===== src/rtl/fetch_mem_arbiter_if.sv =====
// Signal bundle between IF/MEM pipeline stages, the fetch/data arbiter and the
// single-port memory. The arbiter uses the slave modport; the environment uses master.
interface fetch_mem_arbiter_if #(
    parameter int ADDR_W = 32,
    parameter int DATA_W = 32
);
    // Pipeline side
    logic              flush;
    logic [ADDR_W-1:0] if_pc;
    logic              if_freeze;
    logic [DATA_W-1:0] if_inst;
    logic              mem_rd_en;
    logic              mem_wr_en;
    logic [ADDR_W-1:0] mem_addr;
    logic [DATA_W-1:0] mem_wdata;
    logic [DATA_W-1:0] mem_rdata;
    logic              mem_stall;

    // Memory side: strobes are held until the single-cycle sram_ready pulse
    logic [ADDR_W-1:0] sram_addr;
    logic [DATA_W-1:0] sram_wdata;
    logic              sram_rd;
    logic              sram_wr;
    logic [DATA_W-1:0] sram_rdata;
    logic              sram_ready;

    modport slave (
        input  flush, if_pc, mem_rd_en, mem_wr_en, mem_addr, mem_wdata,
        input  sram_rdata, sram_ready,
        output if_freeze, if_inst, mem_rdata, mem_stall,
        output sram_addr, sram_wdata, sram_rd, sram_wr
    );

    modport master (
        output flush, if_pc, mem_rd_en, mem_wr_en, mem_addr, mem_wdata,
        output sram_rdata, sram_ready,
        input  if_freeze, if_inst, mem_rdata, mem_stall,
        input  sram_addr, sram_wdata, sram_rd, sram_wr
    );
endinterface


===== src/rtl/fetch_mem_arbiter.sv =====
// Arbitrates one multi-cycle single-port memory between instruction fetch and MEM-stage
// loads/stores, with a one-entry fetch buffer. Optional macro ARB_FAIRNESS_EN adds IF anti-starvation.
module fetch_mem_arbiter #(
    parameter int ADDR_W = 32,
    parameter int DATA_W = 32
`ifdef ARB_FAIRNESS_EN
    ,
    parameter int STARVE_MAX = 4
`endif
) (
    input  logic                 clk,
    input  logic                 rst,
    fetch_mem_arbiter_if.slave   bus,
    output logic [1:0]           o_dbg_state
);
    localparam logic [1:0] S_IDLE     = 2'd0;
    localparam logic [1:0] S_IF_ACC   = 2'd1;
    localparam logic [1:0] S_MEM_ACC  = 2'd2;
    localparam logic [1:0] S_MEM_DONE = 2'd3;

    logic [1:0]        r_state;
    logic              r_buf_valid;
    logic              r_discard;
    logic              r_sram_rd;
    logic              r_sram_wr;
    logic [ADDR_W-1:0] r_sram_addr;
    logic [DATA_W-1:0] r_sram_wdata;
    logic [DATA_W-1:0] r_buf;
    logic [DATA_W-1:0] r_mem_rdata;

    logic w_mem_req;
    logic w_mem_stall;
    logic w_grant_mem;
    logic w_grant_if;

    assign w_mem_req   = bus.mem_rd_en | bus.mem_wr_en;
    assign w_mem_stall = w_mem_req & (r_state != S_MEM_DONE);

`ifdef ARB_FAIRNESS_EN
    logic [2:0] r_starve;
    logic       w_force_if;

    // Once MEM has won STARVE_MAX times in a row over a waiting fetch, let IF go first.
    assign w_force_if  = (r_starve == 3'(STARVE_MAX)) & ~r_buf_valid & ~bus.flush;
    assign w_grant_mem = w_mem_req & ~w_force_if;

    always_ff @(posedge clk) begin
        if (rst) begin
            r_starve <= 3'd0;
        end else if (r_state == S_IDLE) begin
            if (w_grant_mem && !r_buf_valid && r_starve != 3'd7)
                r_starve <= r_starve + 3'd1;
            else if (w_grant_if)
                r_starve <= 3'd0;
        end
    end
`else
    assign w_grant_mem = w_mem_req;
`endif

    assign w_grant_if = ~w_grant_mem & ~r_buf_valid & ~bus.flush;

    always_ff @(posedge clk) begin
        if (rst) begin
            r_state      <= S_IDLE;
            r_buf_valid  <= 1'b0;
            r_discard    <= 1'b0;
            r_sram_rd    <= 1'b0;
            r_sram_wr    <= 1'b0;
            r_sram_addr  <= '0;
            r_sram_wdata <= '0;
            r_buf        <= '0;
            r_mem_rdata  <= '0;
        end else begin
            if (r_buf_valid && !w_mem_stall)
                r_buf_valid <= 1'b0;
            // A flush during a fetch marks the in-flight word as stale.
            if (bus.flush) begin
                r_buf_valid <= 1'b0;
                if (r_state == S_IF_ACC)
                    r_discard <= 1'b1;
            end

            case (r_state)
                S_IDLE: begin
                    if (w_grant_mem) begin
                        r_state      <= S_MEM_ACC;
                        r_sram_addr  <= bus.mem_addr;
                        r_sram_wdata <= bus.mem_wdata;
                        r_sram_rd    <= bus.mem_rd_en;
                        r_sram_wr    <= bus.mem_wr_en & ~bus.mem_rd_en;
                    end else if (w_grant_if) begin
                        r_state     <= S_IF_ACC;
                        r_sram_addr <= bus.if_pc;
                        r_sram_rd   <= 1'b1;
                        r_sram_wr   <= 1'b0;
                    end
                end
                S_IF_ACC: begin
                    if (bus.sram_ready) begin
                        r_sram_rd <= 1'b0;
                        r_sram_wr <= 1'b0;
                        if (!r_discard && !bus.flush) begin
                            r_buf       <= bus.sram_rdata;
                            r_buf_valid <= 1'b1;
                        end
                        r_discard <= 1'b0;
                        r_state   <= S_IDLE;
                    end
                end
                S_MEM_ACC: begin
                    if (bus.sram_ready) begin
                        r_sram_rd <= 1'b0;
                        r_sram_wr <= 1'b0;
                        if (r_sram_rd)
                            r_mem_rdata <= bus.sram_rdata;
                        r_state <= S_MEM_DONE;
                    end
                end
                S_MEM_DONE: begin
                    r_state <= S_IDLE;
                end
            endcase
        end
    end

    assign bus.if_freeze  = ~r_buf_valid;
    assign bus.if_inst    = r_buf;
    assign bus.mem_rdata  = r_mem_rdata;
    assign bus.mem_stall  = w_mem_stall;
    assign bus.sram_addr  = r_sram_addr;
    assign bus.sram_wdata = r_sram_wdata;
    assign bus.sram_rd    = r_sram_rd;
    assign bus.sram_wr    = r_sram_wr;
    assign o_dbg_state    = r_state;
endmodule


===== src/flat_wrapper.sv =====
// flat-port wrapper written by rule: the top's interface ports become plain ports
module fetch_mem_arbiter_flat 
#(
    parameter int ADDR_W = 32,
    parameter int DATA_W = 32

)
  (clk, rst, o_dbg_state, bus_flush, bus_if_pc, bus_mem_rd_en, bus_mem_wr_en, bus_mem_addr, bus_mem_wdata, bus_sram_rdata, bus_sram_ready, bus_if_freeze, bus_if_inst, bus_mem_rdata, bus_mem_stall, bus_sram_addr, bus_sram_wdata, bus_sram_rd, bus_sram_wr);
  fetch_mem_arbiter_if #(.ADDR_W(ADDR_W), .DATA_W(DATA_W)) bus_i ();
  input  logic clk;
  input  logic rst;
  output logic [1:0] o_dbg_state;
  input wire logic [$bits(bus_i.flush)-1:0] bus_flush;
  input wire logic [$bits(bus_i.if_pc)-1:0] bus_if_pc;
  input wire logic [$bits(bus_i.mem_rd_en)-1:0] bus_mem_rd_en;
  input wire logic [$bits(bus_i.mem_wr_en)-1:0] bus_mem_wr_en;
  input wire logic [$bits(bus_i.mem_addr)-1:0] bus_mem_addr;
  input wire logic [$bits(bus_i.mem_wdata)-1:0] bus_mem_wdata;
  input wire logic [$bits(bus_i.sram_rdata)-1:0] bus_sram_rdata;
  input wire logic [$bits(bus_i.sram_ready)-1:0] bus_sram_ready;
  output wire logic [$bits(bus_i.if_freeze)-1:0] bus_if_freeze;
  output wire logic [$bits(bus_i.if_inst)-1:0] bus_if_inst;
  output wire logic [$bits(bus_i.mem_rdata)-1:0] bus_mem_rdata;
  output wire logic [$bits(bus_i.mem_stall)-1:0] bus_mem_stall;
  output wire logic [$bits(bus_i.sram_addr)-1:0] bus_sram_addr;
  output wire logic [$bits(bus_i.sram_wdata)-1:0] bus_sram_wdata;
  output wire logic [$bits(bus_i.sram_rd)-1:0] bus_sram_rd;
  output wire logic [$bits(bus_i.sram_wr)-1:0] bus_sram_wr;
  assign bus_i.flush = bus_flush;
  assign bus_i.if_pc = bus_if_pc;
  assign bus_i.mem_rd_en = bus_mem_rd_en;
  assign bus_i.mem_wr_en = bus_mem_wr_en;
  assign bus_i.mem_addr = bus_mem_addr;
  assign bus_i.mem_wdata = bus_mem_wdata;
  assign bus_i.sram_rdata = bus_sram_rdata;
  assign bus_i.sram_ready = bus_sram_ready;
  assign bus_if_freeze = bus_i.if_freeze;
  assign bus_if_inst = bus_i.if_inst;
  assign bus_mem_rdata = bus_i.mem_rdata;
  assign bus_mem_stall = bus_i.mem_stall;
  assign bus_sram_addr = bus_i.sram_addr;
  assign bus_sram_wdata = bus_i.sram_wdata;
  assign bus_sram_rd = bus_i.sram_rd;
  assign bus_sram_wr = bus_i.sram_wr;
  fetch_mem_arbiter #(.ADDR_W(ADDR_W), .DATA_W(DATA_W)) u_core (.clk(clk), .rst(rst), .bus(bus_i), .o_dbg_state(o_dbg_state));
endmodule

===== config.mk =====
export PLATFORM = sky130hd
export DESIGN_NAME = fetch_mem_arbiter_flat
export DESIGN_NICKNAME = d
export VERILOG_FILES = /design/src/rtl/fetch_mem_arbiter_if.sv /design/src/rtl/fetch_mem_arbiter.sv /design/src/flat_wrapper.sv
export SDC_FILE = /design/constraint.sdc
export NUM_CORES = 1
export LEC_CHECK = 0
export CAP_MARGIN = 20
export CORE_MARGIN = 2
export CORE_UTILIZATION = 45
export CTS_BUF_LIST = sky130_fd_sc_hd__clkbuf_16
export CTS_CLUSTER_SIZE = 8
export DETAILED_ROUTE_END_ITERATION = 10
export PLACE_DENSITY = 0.86
export SETUP_SLACK_MARGIN = 0.15
export SLEW_MARGIN = 20
export SYNTH_ARGS = -nofsm -noshare
export SYNTH_HDL_FRONTEND = slang
export SYNTH_SLANG_ARGS = --single-unit

===== constraint.sdc =====
create_clock -name clk -period 4.4 [get_ports clk]
set_clock_uncertainty 0.2 [all_clocks]
set_input_delay 0.66 -clock clk [delete_from_list [all_inputs] [get_ports clk]]
set_output_delay 0.66 -clock clk [all_outputs]
set_load 0.005 [all_outputs]

== Word level (Yosys, flattened, before mapping) ==
Cells that the tools add are included.

* Divide/modulo/power cells: 0
* Reduce and logical (&&, ||, !) cells: 15
* Shift-type cells: 0
* Add/sub/neg operators: 0
* Order comparisons: 0
* $mul: 0
* Mux-type cells: 23
* Equality and inequality tests: 8
* Bitwise operators: 9

{| class="wikitable"
|+ Operators with widths
! operator !! count
|-
| two-way mux 32 bit || 2
|-
| two-way mux 1 bit || 14
|-
| AND reduction 3 bit || 4
|-
| two-way mux 2 bit || 4
|-
| case mux 2 bit (4 select lines) || 1
|-
| != test 2 bit, second input constant || 3
|-
| AND 1 bit || 4
|-
| equality test 2 bit, second input constant || 2
|-
| inverter 1 bit || 4
|-
| case mux 1 bit (2 select lines) || 2
|-
| AND reduction 2 bit || 2
|-
| nonzero test 2 bit || 2
|-
| zero test 1 bit || 3
|-
| != test 3 x 1 -> 1 bit, second input constant || 1
|-
| equality test 2 x 1 -> 1 bit, second input constant || 1
|-
| logical AND 1 bit || 2
|-
| zero test 2 bit || 1
|-
| != test 2 x 1 -> 1 bit, second input constant || 1
|-
| OR reduction 2 bit || 1
|-
| OR 1 bit || 1
|}

* Memories kept: 0
* Input port bits: 134
* ROM bits: 0
* Register bits after elaboration: 134
* Output and inout bits: 134
* Word-level logic and storage cells: 64
* Bits in latches: 0
* Memory bits (writable): 0

== Longest topological paths before layout ==
Gate-level depths: netlist (run 1).

* Word-level depth: 9
* Gate-level depth with buffers: 7
* Depth with buffers taken out: 5

== Worst setup path before layout (run 1) ==
No wires, ideal clock.

* Path kind: input port to output port
* Start: input bus_mem_wr_en
* End: output bus_mem_stall
* Path buffers: 2
* Data required time: 3.540 ns
* Slack: 2.331 ns
* Arrival: 1.209 ns
* Cell stages on the path: 4
* Cells stage by stage: buf_4 > nor2_4 > buf_2 > nor2_1

* Word-level cells in the longest chain between the ends: 2

{| class="wikitable"
|+ RTL lines
! item !! RTL line !! text
|-
| start: declaration || flat_wrapper.sv:16 || <nowiki>input wire logic [$bits(bus_i.mem_wr_en)-1:0] bus_mem_wr_en;</nowiki>
|-
| OR 1 bit || fetch_mem_arbiter.sv:36 || <nowiki>assign w_mem_req = bus.mem_rd_en | bus.mem_wr_en;</nowiki>
|-
| AND 1 bit || fetch_mem_arbiter.sv:37 || <nowiki>assign w_mem_stall = w_mem_req & (r_state != S_MEM_DONE);</nowiki>
|-
| end: declaration || flat_wrapper.sv:24 || <nowiki>output wire logic [$bits(bus_i.mem_stall)-1:0] bus_mem_stall;</nowiki>
|}

No other way between the ends.

== Worst setup path after layout (run 1) ==
Same ends and word-level chain as after synthesis.

==> flow_summary.json, run 1 <==
{
  "status": "complete, no violations",
  "relSlewSlack_pct": 37.3,
  "io_buffers": 267,
  "fin_crit_ps": 2930,
  "leakage_nw": 3.15,
  "synthSimpleGateAreaFrac_pct": 18.9,
  "core_area_um2": 12600,
  "postRouteAntennaNets": 0,
  "insertion_delay_ps": 410,
  "post_cts_buffers": 0,
  "worst_pin_slew_ps": 940,
  "synth.distinct_cells": 37,
  "rsz0062_at_grt": "false",
  "grt_usage_pct": 25.7,
  "synth_compound_area_share_pct": 25.0,
  "maxCapViolations": 0,
  "cts_buffers": 17,
  "cts_tree": "built",
  "cp_data_arrival_time_ps": 2070,
  "final_cells": 1111,
  "clock-sinks": 134,
  "synth_area_per_cell_um2": 8.39,
  "end_kind": "output port",
  "io_pins": 268,
  "synth_ff_type": "dfxtp_1",
  "initial_core_util_pct": 46.1,
  "wl_per_cell_um": 16.6,
  "path_clk_slew_ps": 50,
  "power.share.clock_pct": 31.8,
  "syn_to_final_growth_pct": 55.6,
  "drc": 0,
  "netlist_area_um2": 5810,
  "setup_viol": 0,
  "synthAdderAreaFrac_pct": 1.08,
  "p_int_w": 0.00305,
  "p_per_area_nw_per_um2": 481,
  "hp-class": "reg -> reg",
  "pwr-share-seq_pct": 35.8,
  "hold_viol": 0,
  "holdPathStages": 2,
  "async_flop_share_pct": 0,
  "first_pass_iters": 7,
  "drt-total-wl_mm": 18.4,
  "yosysWarningCount": 0,
  "antenna_cells": 0,
  "die_w_um": 118,
  "swShare_pct": 29.9,
  "grt_max_degree": 92,
  "synth_nets": 832,
  "post_cts_resized": 0,
  "num_vias": 5832,
  "finalSetupTns_ps": 0,
  "place_inst": 1078,
  "cp-start-kind": "primary input",
  "cp_max_fo": 20,
  "reg2regPathDepth": 6,
  "row_count": 41,
  "required_ps": 3540,
  "total_power_w": 0.00435,
  "drtIter0Drc": 557,
  "hpwl_mm": 12.3,
  "finalWeightedCongestion": 0.811,
  "vias_per_cell": 5.25,
  "p_sw_w": 0.00130,
  "ys_ff_latch": 134,
  "synth_cells": 693,
  "synth-xor-area-share_pct": 0,
  "drv_slew": 0,
  "grt_pass1_vias": 5468,
  "overflow": 0,
  "synth-seq-area-share_pct": 46.2,
  "antenna_found_initial": 0,
  "htreeDepth": 4,
  "dieHeight_um": 118,
  "hold_buffers": 0,
  "ctsLongestPathBuffers": 2,
  "path_class": "in -> out",
  "drive_gt1_share_pct": 6.82,
  "fin_crit_sh_pct": 66.6,
  "root_buffer": "clkbuf_16",
  "fin_nets": 1065,
  "synth_top_family_by_area": "compound AO/OA/AOI/OAI gates",
  "max_freq_mhz": 341,
  "peakVddDrop_mv": 0.385,
  "die_area_um2": 13800,
  "synthMuxAreaShare_pct": 0.861,
  "grt_pass1_wl_mm": 28.7,
  "synth_edf_count": 0,
  "comb_power_share_pct": 32.4
}
[worst paths after layout]
check	from	slack, ps	to
max	bus_mem_wr_en	1470	bus_mem_stall
min	u_core.bus.sram_wdata[25]	250	u_core.bus.sram_wdata[25]
max reg2reg	u_core.o_dbg_state[0]	1990	u_core.bus.sram_addr[0]
min reg2reg	u_core.bus.sram_wdata[25]	250	u_core.bus.sram_wdata[25]
[critical path: stages]
cell	delay [ps]
buf_2	130
nor2_4	500
buf_16	240
nor2_1	80
clkdlybuf4s50_1	450
[logic make-up after synthesis]
family	Yosys count
mux	5
compound gates	202
fa+ha+maj	5
simple gates	245
buf+inv	102
flops	134
[through the flow]
step / cell area (µm²) / util, % / setup WS (ps) / hold WS [ps]
3_5_place_dp: 8440 / 66.9 / 1300 / 245
2_1_floorplan: 5810 / - / 2330 / 250
5_1_grt: 9040 / 71.7 / 1410 / 266
6_report: 9040 / 71.7 / 1470 / 251
4_1_cts: 9020 / 71.5 / 1250 / 253
3_3_place_gp: 8440 / 66.9 / 1330 / 241
[cell usage in the layout (no fill, tap or decap), types with 2 or more instances in the layout]
master and instances:
nor3b_1 33, dfxtp_1 134, o21a_1 33, buf_4 12
nor2_1 5, a21oi_1 98, o21ai_2 2, ha_1 5
clkinv_1 4, inv_1 41, or2_1 2, mux2i_1 5
a211oi_1 33, bufinv_16 3, clkbuf_16 17, a2111oi_0 3
nand2b_1 4, buf_2 2, nand2_1 192, clkdlybuf4s50_1 264
a2111oi_2 21, clkinv_2 2, clkinv_4 2, a2111oi_1 8
[layer usage]
layer / GRT usage, % / vias to the layer above / wire (µm)
met1: 30.2 / 2716 / 7570
li1: - / 2832 / -
met3: 6.40 / 30 / 1190
met4: 8.81 / 0 / 384
met2: 45.4 / 254 / 9250
met5: 0 / - / 0
[sequential cells by signal, summed over array words and instances, names as in the netlist]
name / count
u_core.bus.if_inst: 32
u_core.bus.mem_rdata: 32
u_core.bus.sram_addr: 32
u_core.bus.sram_wdata: 32
u_core.o_dbg_state: 2
u_core.bus.sram_rd: 1
u_core.bus.sram_wr: 1
u_core.r_buf_valid: 1
u_core.r_discard: 1
[power by group through the flow]
stage | clock (W) | sequential [W] | combinational [W]
2_1_floorplan | 0 | 0.00159 | 0.000669
3_3_place_gp | 0 | 0.00157 | 0.00138
3_5_place_dp | 0 | 0.00158 | 0.00140
4_1_cts | 0.00140 | 0.00156 | 0.00141
5_1_grt | 0.00146 | 0.00158 | 0.00153
6_report | 0.00138 | 0.00156 | 0.00141
[area by class of cell]
cell class              count  area, µm²
flip-flops and latches    134       2680
clock buffers              17        425
clock inverters            15        148
inverters                  37        139
multi-input cells         457       2670
repair buffers            279       2770
fillers                   955       3570
well taps                 172        215
[cell usage after synthesis, drive strengths merged, types with 2 or more instances]
cell	instances	share of area (%)
nor3b	33	4.3
ha	5	1.1
nand2	192	12
o21ai	3	0.32
clkbuf	32	2.1
mux2i	5	0.86
a2111oi	32	7.3
nand2b	4	0.43
dfxtp	134	46
a21oi	98	8.4
or2	2	0.22
a211oi	33	4.3
inv	37	2.4
nor2	6	0.52
buf	33	3.6
o21a	33	4.3
No activity file was read; power rests on OpenSTA's default activity.
==> run 2, diff against run 1 <==
Settings changed: CORE_UTILIZATION 45 to 38, PLACE_DENSITY 0.86 to 0.78.
Clock period 4.4 ns to 2.4 ns, I/O delays scaled along.
==> flow_summary.json, run 2 (synthesis results as in run 1) <==
{
  "status": "complete, no violations",
  "pwr-share-seq_pct": 35.7,
  "cts_buffers": 17,
  "hpwl_mm": 12.3,
  "layout_commonest_cell": "clkdlybuf4s50_1",
  "cp_data_arrival_time_ps": 1620,
  "drc": 0,
  "cts_tree": "built",
  "fin_crit_ps": 2180,
  "setup_viol": 0,
  "clock-sinks": 134,
  "preCtsSetupSlack_ps": 206,
  "max_freq_mhz": 458,
  "first_pass_iters": 4,
  "row_count": 45,
  "grt_pass1_vias": 5252,
  "grt_max_degree": 77,
  "ctsLongestPathBuffers": 2,
  "post_cts_buffers": 0,
  "crit_chain": "ha_1 -> nor2_1 -> clkdlybuf4s50_1",
  "setup_ws_ps": 217,
  "grt_pass1_wl_mm": 27.9,
  "initial_core_util_pct": 38.5,
  "final_cell_mix": "clkdlybuf4s50_1 (264), nand2_1 (192), dfxtp_1 (134)",
  "die_area_um2": 16300,
  "path_class": "reg -> out",
  "p_int_w": 0.00557,
  "wl_per_cell_um": 15.8,
  "p_sw_w": 0.00242,
  "hold_buffers": 0,
  "root_buffer": "clkbuf_16",
  "drive_gt1_share_pct": 7.94,
  "total_power_w": 0.00799,
  "fin_nets": 1072,
  "comb_power_share_pct": 33.2,
  "antenna_found_initial": 1,
  "overflow": 0,
  "rsz0062_at_grt": "false",
  "finalSetupTns_ps": 0,
  "required_ps": 1840,
  "die_w_um": 128,
  "io_pins": 268,
  "maxCapViolations": 0,
  "finalWeightedCongestion": 0.813,
  "hold_viol": 0,
  "power.share.clock_pct": 31.2,
  "post_cts_resized": 0,
  "peakVddDrop_mv": 0.497,
  "vias_per_cell": 4.98,
  "drv_slew": 0,
  "worst_pin_slew_ps": 452,
  "fin_crit_sh_pct": 90.9,
  "cp_max_fo": 5,
  "insertion_delay_ps": 410,
  "leakage_nw": 3.18,
  "swShare_pct": 30.3,
  "cpMaxStageDelayCell": "clkdlybuf4s50_1",
  "end_kind": "output port",
  "cp-start-kind": "flip-flop",
  "io_buffers": 267,
  "hp-class": "in -> reg",
  "syn_to_final_growth_pct": 58.2,
  "htreeDepth": 4,
  "dieHeight_um": 128,
  "relSlewSlack_pct": 69.9,
  "core_area_um2": 15100,
  "drtIter0Drc": 301,
  "slowest_delay_ps": 510,
  "num_vias": 5644,
  "path_clk_slew_ps": 60,
  "postRouteAntennaNets": 0,
  "grt_usage_pct": 21.6,
  "drt-total-wl_mm": 17.9,
  "p_per_area_nw_per_um2": 869
}
[run 2: cell count changes in the layout (fill, tap and decap cells not counted), sizes merged]
cell,before,now
clkinv,8,6
inv,41,38
bufinv,3,2
diode,0,1
clkinvlp,0,5
buf,15,22
[run 2: path summary, 6_finish.rpt]
kind                                          startpoint                       end  cells after the start  slack, ps
worst max-delay path               u_core.o_dbg_state[0]             bus_mem_stall                      3        220
worst min-delay path                                 rst   u_core.bus.sram_addr[1]                      2        170
worst max register to register     u_core.o_dbg_state[1]  u_core.bus.sram_addr[31]                      6        450
worst min register to register  u_core.bus.mem_rdata[22]  u_core.bus.mem_rdata[22]                      2        250
[run 2: layout make-up]
| class | count | area (µm²) |
|---|---|---|
| Fill cell | 1326 | 5890 |
| Timing Repair Buffer | 286 | 2900 |
| Sequential cell | 134 | 2680 |
| Multi-Input combinational cell | 457 | 2670 |
| Clock buffer | 17 | 425 |
| Tap cell | 188 | 235 |
| Clock inverter | 14 | 139 |
| Inverter | 37 | 139 |
| Antenna cell | 1 | 2.50 |
[run 2: through the flow]
stage | instance area (µm²) | hold slack, ps | util, % | instances
floorplan | 5810 | 250 | - | 693
global placement | 8630 | 241 | 57.2 | 1102
detailed placement | 8630 | 246 | 57.2 | 1102
CTS | 9190 | 135 | 60.9 | 1133
global route | 9200 | 149 | 60.9 | 1134
finish | 9200 | 166 | 60.9 | 1134
[run 2: critical path: cells and delay by family (launching register included)]
kind	cells	cell delay, ps
buffers and inverters	1	510
and+or+nand+nor	1	130
DFF	1	350
adders and majority gates	1	220
[run 2: power by group through the flow]
stage | Combinational [W] | Clock (W) | Sequential (W)
after floorplan | 0.00123 | 0 | 0.00291
after global routing | 0.00289 | 0.00265 | 0.00289
after CTS | 0.00268 | 0.00255 | 0.00285
after global placement | 0.00263 | 0 | 0.00289
final | 0.00265 | 0.00249 | 0.00285
after detailed placement | 0.00267 | 0 | 0.00289
[run 2: routing by layer]
layer / vias to the layer above / track usage (%) / routed length, µm
met2: 195 / 35.5 / 8560
met5: - / 0 / 0
li1: 2852 / - / -
met1: 2570 / 26.9 / 7750
met3: 27 / 5.51 / 1150
met4: 0 / 9.37 / 432
==> run 3, diff against run 2 <==
Settings changed: CTS_CLUSTER_DIAMETER set to 80.
==> results of run 3 <==
No change in the layout: final DEF, timing and power equal those of run 2.
